## src/rtl/pipeline_hazard_ctrl_pkg.sv

```systemverilog
// Shared types for the pipeline hazard/forwarding controller.
// Holds widths, forwarding select codes, the shadow stage bundle and the forward-select helper.
package pipeline_hazard_ctrl_pkg;

    localparam int REG_AW = 5;
    localparam int CNT_W  = 32;

    localparam logic [1:0] FWD_RF  = 2'b00;
    localparam logic [1:0] FWD_WB  = 2'b01;
    localparam logic [1:0] FWD_MEM = 2'b10;

    typedef struct packed {
        logic              valid;
        logic [REG_AW-1:0] rd;
        logic [REG_AW-1:0] rs1;
        logic [REG_AW-1:0] rs2;
        logic              rs1_used;
        logic              rs2_used;
        logic              reg_write;
        logic              mem_read;
    } stage_t;

    // A load in MEM has no data yet; the load-use stall makes WB the source.
    function automatic logic [1:0] fwd_sel(
        input stage_t            mem,
        input stage_t            wb,
        input logic [REG_AW-1:0] rs,
        input logic              used
    );
        logic [1:0] sel;
        sel = FWD_RF;
        if (used && mem.reg_write && !mem.mem_read &&
            mem.rd != '0 && mem.rd == rs)
            sel = FWD_MEM;
        else if (used && wb.reg_write &&
                 wb.rd != '0 && wb.rd == rs)
            sel = FWD_WB;
        return sel;
    endfunction

endpackage

```

## src/rtl/pipeline_hazard_ctrl_if.sv

```systemverilog
// Signal bundle between the pipeline datapath and the hazard controller.
// master: datapath side (drives ID fields, branch, freeze); slave: controller.
interface pipeline_hazard_ctrl_if;
    import pipeline_hazard_ctrl_pkg::*;

    logic              freeze;
    logic              id_valid;
    logic [REG_AW-1:0] id_rs1;
    logic [REG_AW-1:0] id_rs2;
    logic              id_rs1_used;
    logic              id_rs2_used;
    logic [REG_AW-1:0] id_rd;
    logic              id_reg_write;
    logic              id_mem_read;
    logic              ex_branch_taken;
    logic              pc_write;
    logic              ifid_write;
    logic              ifid_flush;
    logic              idex_bubble;
    logic              pipe_en;
    logic [1:0]        fwd_a;
    logic [1:0]        fwd_b;
    logic [CNT_W-1:0]  stall_count;
    logic [CNT_W-1:0]  flush_count;

    modport master (
        output freeze, id_valid, id_rs1, id_rs2,
        output id_rs1_used, id_rs2_used, id_rd,
        output id_reg_write, id_mem_read, ex_branch_taken,
        input  pc_write, ifid_write, ifid_flush,
        input  idex_bubble, pipe_en, fwd_a, fwd_b,
        input  stall_count, flush_count
    );

    modport slave (
        input  freeze, id_valid, id_rs1, id_rs2,
        input  id_rs1_used, id_rs2_used, id_rd,
        input  id_reg_write, id_mem_read, ex_branch_taken,
        output pc_write, ifid_write, ifid_flush,
        output idex_bubble, pipe_en, fwd_a, fwd_b,
        output stall_count, flush_count
    );

endinterface

```

## src/rtl/hazard_stage_reg.sv

```systemverilog
// One shadow pipeline stage register: clear-on-load, load, or hold.
// Ports: clock, reset, clr_i, load_i, d_i (stage_t), q_o (stage_t).
module hazard_stage_reg
    import pipeline_hazard_ctrl_pkg::*;
(
    input  logic   clock,
    input  logic   reset,
    input  logic   clr_i,
    input  logic   load_i,
    input  stage_t d_i,
    output stage_t q_o
);

    stage_t st_q, st_d;

    always_comb begin
        st_d = st_q;
        if (load_i)
            st_d = clr_i ? '0 : d_i;
    end

    always_ff @(posedge clock or posedge reset) begin
        if (reset)
            st_q <= '0;
        else
            st_q <= st_d;
    end

    assign q_o = st_q;

endmodule

```

## src/rtl/pipeline_hazard_ctrl.sv

```systemverilog
// Hazard/forwarding controller: stalls, flushes, bubbles, EX forward selects, event counters.
// Ports: clock, reset, hz (slave modport of pipeline_hazard_ctrl_if).
module pipeline_hazard_ctrl
    import pipeline_hazard_ctrl_pkg::*;
(
    input  logic                   clock,
    input  logic                   reset,
    pipeline_hazard_ctrl_if.slave  hz
);

    stage_t id_s, ex_s, mem_s, wb_s;
    logic   load_use;
    logic   stall_ev, flush_ev;
    logic [CNT_W-1:0] stall_q, stall_d;
    logic [CNT_W-1:0] flush_q, flush_d;

    // Qualify control bits with valid so an empty ID slot never hazards.
    always_comb begin
        id_s           = '0;
        id_s.valid     = hz.id_valid;
        id_s.rd        = hz.id_rd;
        id_s.rs1       = hz.id_rs1;
        id_s.rs2       = hz.id_rs2;
        id_s.rs1_used  = hz.id_valid & hz.id_rs1_used;
        id_s.rs2_used  = hz.id_valid & hz.id_rs2_used;
        id_s.reg_write = hz.id_valid & hz.id_reg_write;
        id_s.mem_read  = hz.id_valid & hz.id_mem_read;
    end

    assign load_use = hz.id_valid && ex_s.mem_read && ex_s.rd != '0 &&
        ((hz.id_rs1_used && hz.id_rs1 == ex_s.rd) ||
         (hz.id_rs2_used && hz.id_rs2 == ex_s.rd));

    // Freeze beats branch, branch beats stall (stalled insn is wrong-path).
    always_comb begin
        hz.pc_write    = 1'b1;
        hz.ifid_write  = 1'b1;
        hz.pipe_en     = 1'b1;
        hz.ifid_flush  = 1'b0;
        hz.idex_bubble = 1'b0;
        stall_ev       = 1'b0;
        flush_ev       = 1'b0;
        if (hz.freeze) begin
            hz.pc_write   = 1'b0;
            hz.ifid_write = 1'b0;
            hz.pipe_en    = 1'b0;
        end else if (hz.ex_branch_taken) begin
            hz.ifid_flush  = 1'b1;
            hz.idex_bubble = 1'b1;
            flush_ev       = 1'b1;
        end else if (load_use) begin
            hz.pc_write    = 1'b0;
            hz.ifid_write  = 1'b0;
            hz.idex_bubble = 1'b1;
            stall_ev       = 1'b1;
        end
    end

    hazard_stage_reg u_ex (
        .clock (clock), .reset (reset),
        .clr_i (hz.idex_bubble), .load_i (hz.pipe_en),
        .d_i   (id_s), .q_o (ex_s)
    );

    hazard_stage_reg u_mem (
        .clock (clock), .reset (reset),
        .clr_i (1'b0), .load_i (hz.pipe_en),
        .d_i   (ex_s), .q_o (mem_s)
    );

    hazard_stage_reg u_wb (
        .clock (clock), .reset (reset),
        .clr_i (1'b0), .load_i (hz.pipe_en),
        .d_i   (mem_s), .q_o (wb_s)
    );

    assign hz.fwd_a = fwd_sel(mem_s, wb_s, ex_s.rs1, ex_s.rs1_used);
    assign hz.fwd_b = fwd_sel(mem_s, wb_s, ex_s.rs2, ex_s.rs2_used);

    // Saturating event counters.
    always_comb begin
        stall_d = stall_q;
        flush_d = flush_q;
        if (stall_ev && stall_q != '1)
            stall_d = stall_q + CNT_W'(1);
        if (flush_ev && flush_q != '1)
            flush_d = flush_q + CNT_W'(1);
    end

    always_ff @(posedge clock or posedge reset) begin
        if (reset) begin
            stall_q <= '0;
            flush_q <= '0;
        end else begin
            stall_q <= stall_d;
            flush_q <= flush_d;
        end
    end

    assign hz.stall_count = stall_q;
    assign hz.flush_count = flush_q;

endmodule

```

## src/flat_wrapper.sv

```systemverilog
// flat-port wrapper written by rule: the top's interface ports become plain ports
module pipeline_hazard_ctrl_flat import pipeline_hazard_ctrl_pkg::*;
  (clock, reset, hz_freeze, hz_id_valid, hz_id_rs1, hz_id_rs2, hz_id_rs1_used, hz_id_rs2_used, hz_id_rd, hz_id_reg_write, hz_id_mem_read, hz_ex_branch_taken, hz_pc_write, hz_ifid_write, hz_ifid_flush, hz_idex_bubble, hz_pipe_en, hz_fwd_a, hz_fwd_b, hz_stall_count, hz_flush_count);
  pipeline_hazard_ctrl_if hz_i ();
  input  logic clock;
  input  logic reset;
  input wire logic [$bits(hz_i.freeze)-1:0] hz_freeze;
  input wire logic [$bits(hz_i.id_valid)-1:0] hz_id_valid;
  input wire logic [$bits(hz_i.id_rs1)-1:0] hz_id_rs1;
  input wire logic [$bits(hz_i.id_rs2)-1:0] hz_id_rs2;
  input wire logic [$bits(hz_i.id_rs1_used)-1:0] hz_id_rs1_used;
  input wire logic [$bits(hz_i.id_rs2_used)-1:0] hz_id_rs2_used;
  input wire logic [$bits(hz_i.id_rd)-1:0] hz_id_rd;
  input wire logic [$bits(hz_i.id_reg_write)-1:0] hz_id_reg_write;
  input wire logic [$bits(hz_i.id_mem_read)-1:0] hz_id_mem_read;
  input wire logic [$bits(hz_i.ex_branch_taken)-1:0] hz_ex_branch_taken;
  output wire logic [$bits(hz_i.pc_write)-1:0] hz_pc_write;
  output wire logic [$bits(hz_i.ifid_write)-1:0] hz_ifid_write;
  output wire logic [$bits(hz_i.ifid_flush)-1:0] hz_ifid_flush;
  output wire logic [$bits(hz_i.idex_bubble)-1:0] hz_idex_bubble;
  output wire logic [$bits(hz_i.pipe_en)-1:0] hz_pipe_en;
  output wire logic [$bits(hz_i.fwd_a)-1:0] hz_fwd_a;
  output wire logic [$bits(hz_i.fwd_b)-1:0] hz_fwd_b;
  output wire logic [$bits(hz_i.stall_count)-1:0] hz_stall_count;
  output wire logic [$bits(hz_i.flush_count)-1:0] hz_flush_count;
  assign hz_i.freeze = hz_freeze;
  assign hz_i.id_valid = hz_id_valid;
  assign hz_i.id_rs1 = hz_id_rs1;
  assign hz_i.id_rs2 = hz_id_rs2;
  assign hz_i.id_rs1_used = hz_id_rs1_used;
  assign hz_i.id_rs2_used = hz_id_rs2_used;
  assign hz_i.id_rd = hz_id_rd;
  assign hz_i.id_reg_write = hz_id_reg_write;
  assign hz_i.id_mem_read = hz_id_mem_read;
  assign hz_i.ex_branch_taken = hz_ex_branch_taken;
  assign hz_pc_write = hz_i.pc_write;
  assign hz_ifid_write = hz_i.ifid_write;
  assign hz_ifid_flush = hz_i.ifid_flush;
  assign hz_idex_bubble = hz_i.idex_bubble;
  assign hz_pipe_en = hz_i.pipe_en;
  assign hz_fwd_a = hz_i.fwd_a;
  assign hz_fwd_b = hz_i.fwd_b;
  assign hz_stall_count = hz_i.stall_count;
  assign hz_flush_count = hz_i.flush_count;
  pipeline_hazard_ctrl u_core (.clock(clock), .reset(reset), .hz(hz_i));
endmodule
```

## config.mk

```make
export PLATFORM = sky130hd
export DESIGN_NAME = pipeline_hazard_ctrl_flat
export DESIGN_NICKNAME = d
export VERILOG_FILES = /design/src/rtl/pipeline_hazard_ctrl_pkg.sv /design/src/rtl/pipeline_hazard_ctrl_if.sv /design/src/rtl/hazard_stage_reg.sv /design/src/rtl/pipeline_hazard_ctrl.sv /design/src/flat_wrapper.sv
export SDC_FILE = /design/constraint.sdc
export NUM_CORES = 1
export LEC_CHECK = 0
export CAP_MARGIN = 0
export CORE_ASPECT_RATIO = 0.9
export CORE_MARGIN = 5
export CORE_UTILIZATION = 30
export DETAILED_ROUTE_END_ITERATION = 7
export SETUP_SLACK_MARGIN = 0.1
export SLEW_MARGIN = 20
export SYNTH_ARGS = -nofsm -noshare
export SYNTH_HDL_FRONTEND = slang
export SYNTH_SLANG_ARGS = --single-unit
```

## constraint.sdc

```tcl
create_clock -name clock -period 3.15 [get_ports clock]
set_input_delay 0.4725 -clock clock [delete_from_list [all_inputs] [get_ports clock]]
set_output_delay 0.4725 -clock clock [all_outputs]
set_load 0.02 [all_outputs]
```

==> impl_table.tex <==
\begin{tabular}{lr}
\hline
Metric & Value \\
\hline
\multicolumn{2}{l}{\textbf{Worst setup path}} \\
Kind of cell with the highest combined delay on the critical path & simple AND/OR/NAND/NOR gates \\
Worst setup SP type & register \\
Crit path largest cell delay & 550 ps \\
Worst reg2reg path startpoint & u\_core.u\_ex.q\_o[14] \\
Arrival time worst endpoint & 2300 ps \\
Req. time, crit path & 2680 ps \\
CP max stage cell & sky130\_fd\_sc\_hd\_\_or4\_1 \\
Reg-to-Reg End & u\_core.u\_ex.q\_o[1] \\
Library cell appearing most often on the critical path & sky130\_fd\_sc\_hd\_\_nor3\_1 \\
Register-to-Register Setup Slack & 690 ps \\
Crit-path max FO & 5 \\
Critical path, cell by cell & or4\_1 > o21ai\_0 > nor3\_1 > nor3\_1 > dlygate4sd2\_1 \\
Depth of the worst register-to-register path & 6 \\
Sum of buffers and inverters on the critical path & 1 \\
Nature of the critical path endpoint & output port \\
WS Path Type & reg -> out \\
\multicolumn{2}{l}{\textbf{Place}} \\
Number of I/O port buffers & 96 \\
Number of instances in the placed design & 713 \\
Final Wtd Congestion & 0.803 \\
Detailed placement HPWL & 8500 um \\
\multicolumn{2}{l}{\textbf{Power}} \\
Share of power burned in registers & 49.6\% \\
Net switching fraction of the power & 26.9\% \\
Design Power & 2.84 mW \\
Proportion of power drawn by combinational gates & 14.4\% \\
Net switching component of the power & 764 uW \\
Maximum VDD drop & 0.250 mV \\
Cell leakage power & 2.64 nW \\
Areal power density over the cells & 456 nW/um2 \\
Internal portion of total power & 2.07 mW \\
Clk pwr share & 36.0\% \\
\multicolumn{2}{l}{\textbf{Synth}} \\
Mean Syn Cell Area & 11.3 um2 \\
Syn\_nets & 440 \\
Post-synth EDFFs & 0 \\
Sequential area share after synthesis & 51.4\% \\
Post-synthesis cell area & 4680 um2 \\
Prevailing post-synth register cell & sky130\_fd\_sc\_hd\_\_dfrtp\_1 \\
Number of distinct library cell variants in the gate-level netlist after synthesis & 42 \\
Total of warnings raised by yosys & 0 \\
Cells after synthesis & 414 \\
Flip-flop and latch count after synthesis & 96 \\
Share of synthesized flip-flops with an asynchronous set or reset & 100\% \\
\multicolumn{2}{l}{\textbf{Global routing}} \\
Maximum number of pins on one net before global-route repair & 52 \\
Overall overflow remaining after global route & 0 \\
All-layer global routing usage & 13.0\% \\
Initial antenna violation count & 1 \\
Number of global-route vias before repair & 3546 \\
Wire length of the first global-routing pass & 19000 um \\
\multicolumn{2}{l}{\textbf{Detailed routing}} \\
Avg WL per Cell & 15.8 um \\
Vias per cell & 4.78 \\
Iter 0 DRT Violations & 206 \\
Drc violations & 0 \\
Initial DRT Pass Iterations & 5 \\
Number of nets with antenna violations after detailed routing & 0 \\
DR vias & 3482 \\
Aggregate routed wire length & 11500 um \\
\multicolumn{2}{l}{\textbf{Timing}} \\
Min Tclk post-route & 2780 ps \\
Unrepaired setup endpoints after global routing & no \\
Hold Violations, Final & 0 \\
Tightest slew margin relative to the limit & 44.8\% \\
Setup total negative slack & 0 ps \\
Final setup violation count & 0 \\
Final Max Tran Viols & 0 \\
Clock skew & 6.22 ps \\
Final period util & 88.1\% \\
Measured slew at the worst slew-check pin & 826 ps \\
Fmax & 0.360 GHz \\
\multicolumn{2}{l}{\textbf{Clocking}} \\
Number of hold buffers added after CTS & 0 \\
Buffer depth of the longest clock path & 2 \\
CTS buffer count & 9 \\
CTS clk-pin slew, worst paths & 70 ps \\
Buffer type at the clock tree root & sky130\_fd\_sc\_hd\_\_clkbuf\_16 \\
CTS tree & built \\
H-tree levels & 3 \\
Number of setup buffers added after CTS & 0 \\
Total number of clock tree sinks & 96 \\
Clock latency at the later pin of the worst-skew pair & 350 ps \\
\multicolumn{2}{l}{\textbf{Die}} \\
Row cnt & 43 \\
Total core area & 15300 um2 \\
I/O pin total & 97 \\
Starting Density & 30.5\% \\
Overall die area & 18200 um2 \\
Die height & 128 um \\
Die extent in x & 142 um \\
\multicolumn{2}{l}{\textbf{Cells and area}} \\
Final-stage net count & 548 \\
Non-filler cells, final & 728 \\
Area growth syn-to-layout & 33.0\% \\
Number of filler instances in the final layout & 1451 \\
Number of antenna repair diodes & 0 \\
Final design utilization & 40.6\% \\
Share of cells above drive strength 1 & 9.70\% \\
Commonest cells after routing, fill and taps aside & sky130\_fd\_sc\_hd\_\_dfrtp\_1, sky130\_fd\_sc\_hd\_\_clkdlybuf4s50\_1, sky130\_fd\_sc\_hd\_\_xnor2\_1, sky130\_fd\_sc\_hd\_\_xor2\_1 \\
Commonest non-fill, non-tap cell in the layout & sky130\_fd\_sc\_hd\_\_dfrtp\_1 \\
\multicolumn{2}{l}{\textbf{Outcome}} \\
Outcome & finished clean \\
\multicolumn{2}{l}{\textbf{Job}} \\
Reported max-cap violation count & 0 \\
\multicolumn{2}{l}{\textbf{Hold path}} \\
Class of the tightest hold or removal check & in -> async \\
\hline
\end{tabular}
cells in the mapped netlist (3+ instances only):
| cell | number | share of area (%) |
|---|---|---|
| sky130_fd_sc_hd__nand3_1 | 29 | 3.1 |
| sky130_fd_sc_hd__nor3_1 | 17 | 1.8 |
| sky130_fd_sc_hd__nor2b_1 | 3 | 0.40 |
| sky130_fd_sc_hd__and4_1 | 4 | 0.75 |
| sky130_fd_sc_hd__a22o_1 | 15 | 2.8 |
| sky130_fd_sc_hd__nor2_1 | 19 | 1.5 |
| sky130_fd_sc_hd__nand2_1 | 29 | 2.3 |
| sky130_fd_sc_hd__inv_1 | 7 | 0.56 |
| sky130_fd_sc_hd__nand4_1 | 23 | 3.1 |
| sky130_fd_sc_hd__and2_1 | 9 | 1.2 |
| sky130_fd_sc_hd__nor4_1 | 8 | 1.1 |
| sky130_fd_sc_hd__a32o_1 | 4 | 0.86 |
| sky130_fd_sc_hd__clkbuf_1 | 5 | 0.40 |
| sky130_fd_sc_hd__mux2_2 | 13 | 3.1 |
| sky130_fd_sc_hd__xor2_1 | 34 | 6.4 |
| sky130_fd_sc_hd__and3_1 | 11 | 1.5 |
| sky130_fd_sc_hd__mux2_1 | 3 | 0.72 |
| sky130_fd_sc_hd__xnor2_1 | 57 | 11 |
| sky130_fd_sc_hd__dfrtp_1 | 96 | 51 |
cells by family after synthesis:
group	Yosys count	share of synthesized area [%]
simple gates	165	20.0
flops	96	51.4
xor+xnor	91	17.0
buf+inv	16	1.63
mux	16	3.85
fa+ha+maj	2	0.535
compound gates	28	5.59
power groups by stage:
stage	clock (mW)	sequential [mW]	combinational, mW
floorplan	0	1.44	0.205
global placement	0	1.43	0.405
detailed placement	0	1.43	0.411
CTS	1.07	1.41	0.414
global route	1.11	1.42	0.442
finish	1.02	1.41	0.407
metal layers:
| metal | GRT usage [%] | up-vias | part of all wire, % |
|---|---|---|---|
| met2 | 19.8 | 74 | 46 |
| met4 | 4.18 | 2 | 1.6 |
| li1 | - | 1687 | - |
| met1 | 17.8 | 1705 | 47 |
| met5 | 0 | - | 0.16 |
| met3 | 4.01 | 14 | 5.4 |
area by class of cell:
class                   count  area [um2]  share of cell area (%)
well taps                 202         253                    4.06
clock buffers              11         243                    3.90
inverters                   7        27.5                   0.443
repair buffers            106        1050                    16.9
flip-flops and latches     96        2400                    38.7
clock inverters             4        30.0                   0.483
multi-input cells         302        2210                    35.5
worst max path at each step:
| stage | end | slack [ps] | start | cells after the start |
|---|---|---|---|---|
| after floorplan | u_core.hz.flush_count[0] | 170 | reset | 1 |
| after global placement | hz_idex_bubble | 120 | hz_id_rs2[3] | 9 |
| after detailed placement | hz_idex_bubble | 130 | hz_id_rs1[4] | 8 |
| after CTS | hz_idex_bubble | 110 | u_core.u_ex.q_o[18] | 7 |
| after global routing | hz_fwd_a[0] | 160 | u_core.u_mem.q_o[14] | 5 |
| final | hz_fwd_a[0] | 370 | u_core.u_mem.q_o[14] | 5 |
through the flow:
step,setup WS [ps],hold WS [ps],instance area [um2]
6_report,374,370,6220
3_5_place_dp,128,489,5930
3_3_place_gp,120,483,5930
4_1_cts,112,353,6200
2_1_floorplan,172,459,4680
5_1_grt,164,378,6220
sequential cells by signal (all words and copies together) (netlist names):
name / flops
u_core.hz.flush_count: 32
u_core.hz.stall_count: 32
u_core.u_ex.q_o: 19
u_core.u_mem.q_o: 7
u_core.u_wb.q_o: 6
timing repair:
| action | CTS | global route |
|---|---|---|
| setup endpoints to repair | 4 | 3 |
| pin swaps | 0 | 0 |
| resized for setup | 3 | 5 |
(Power assumes the default switching activity.)
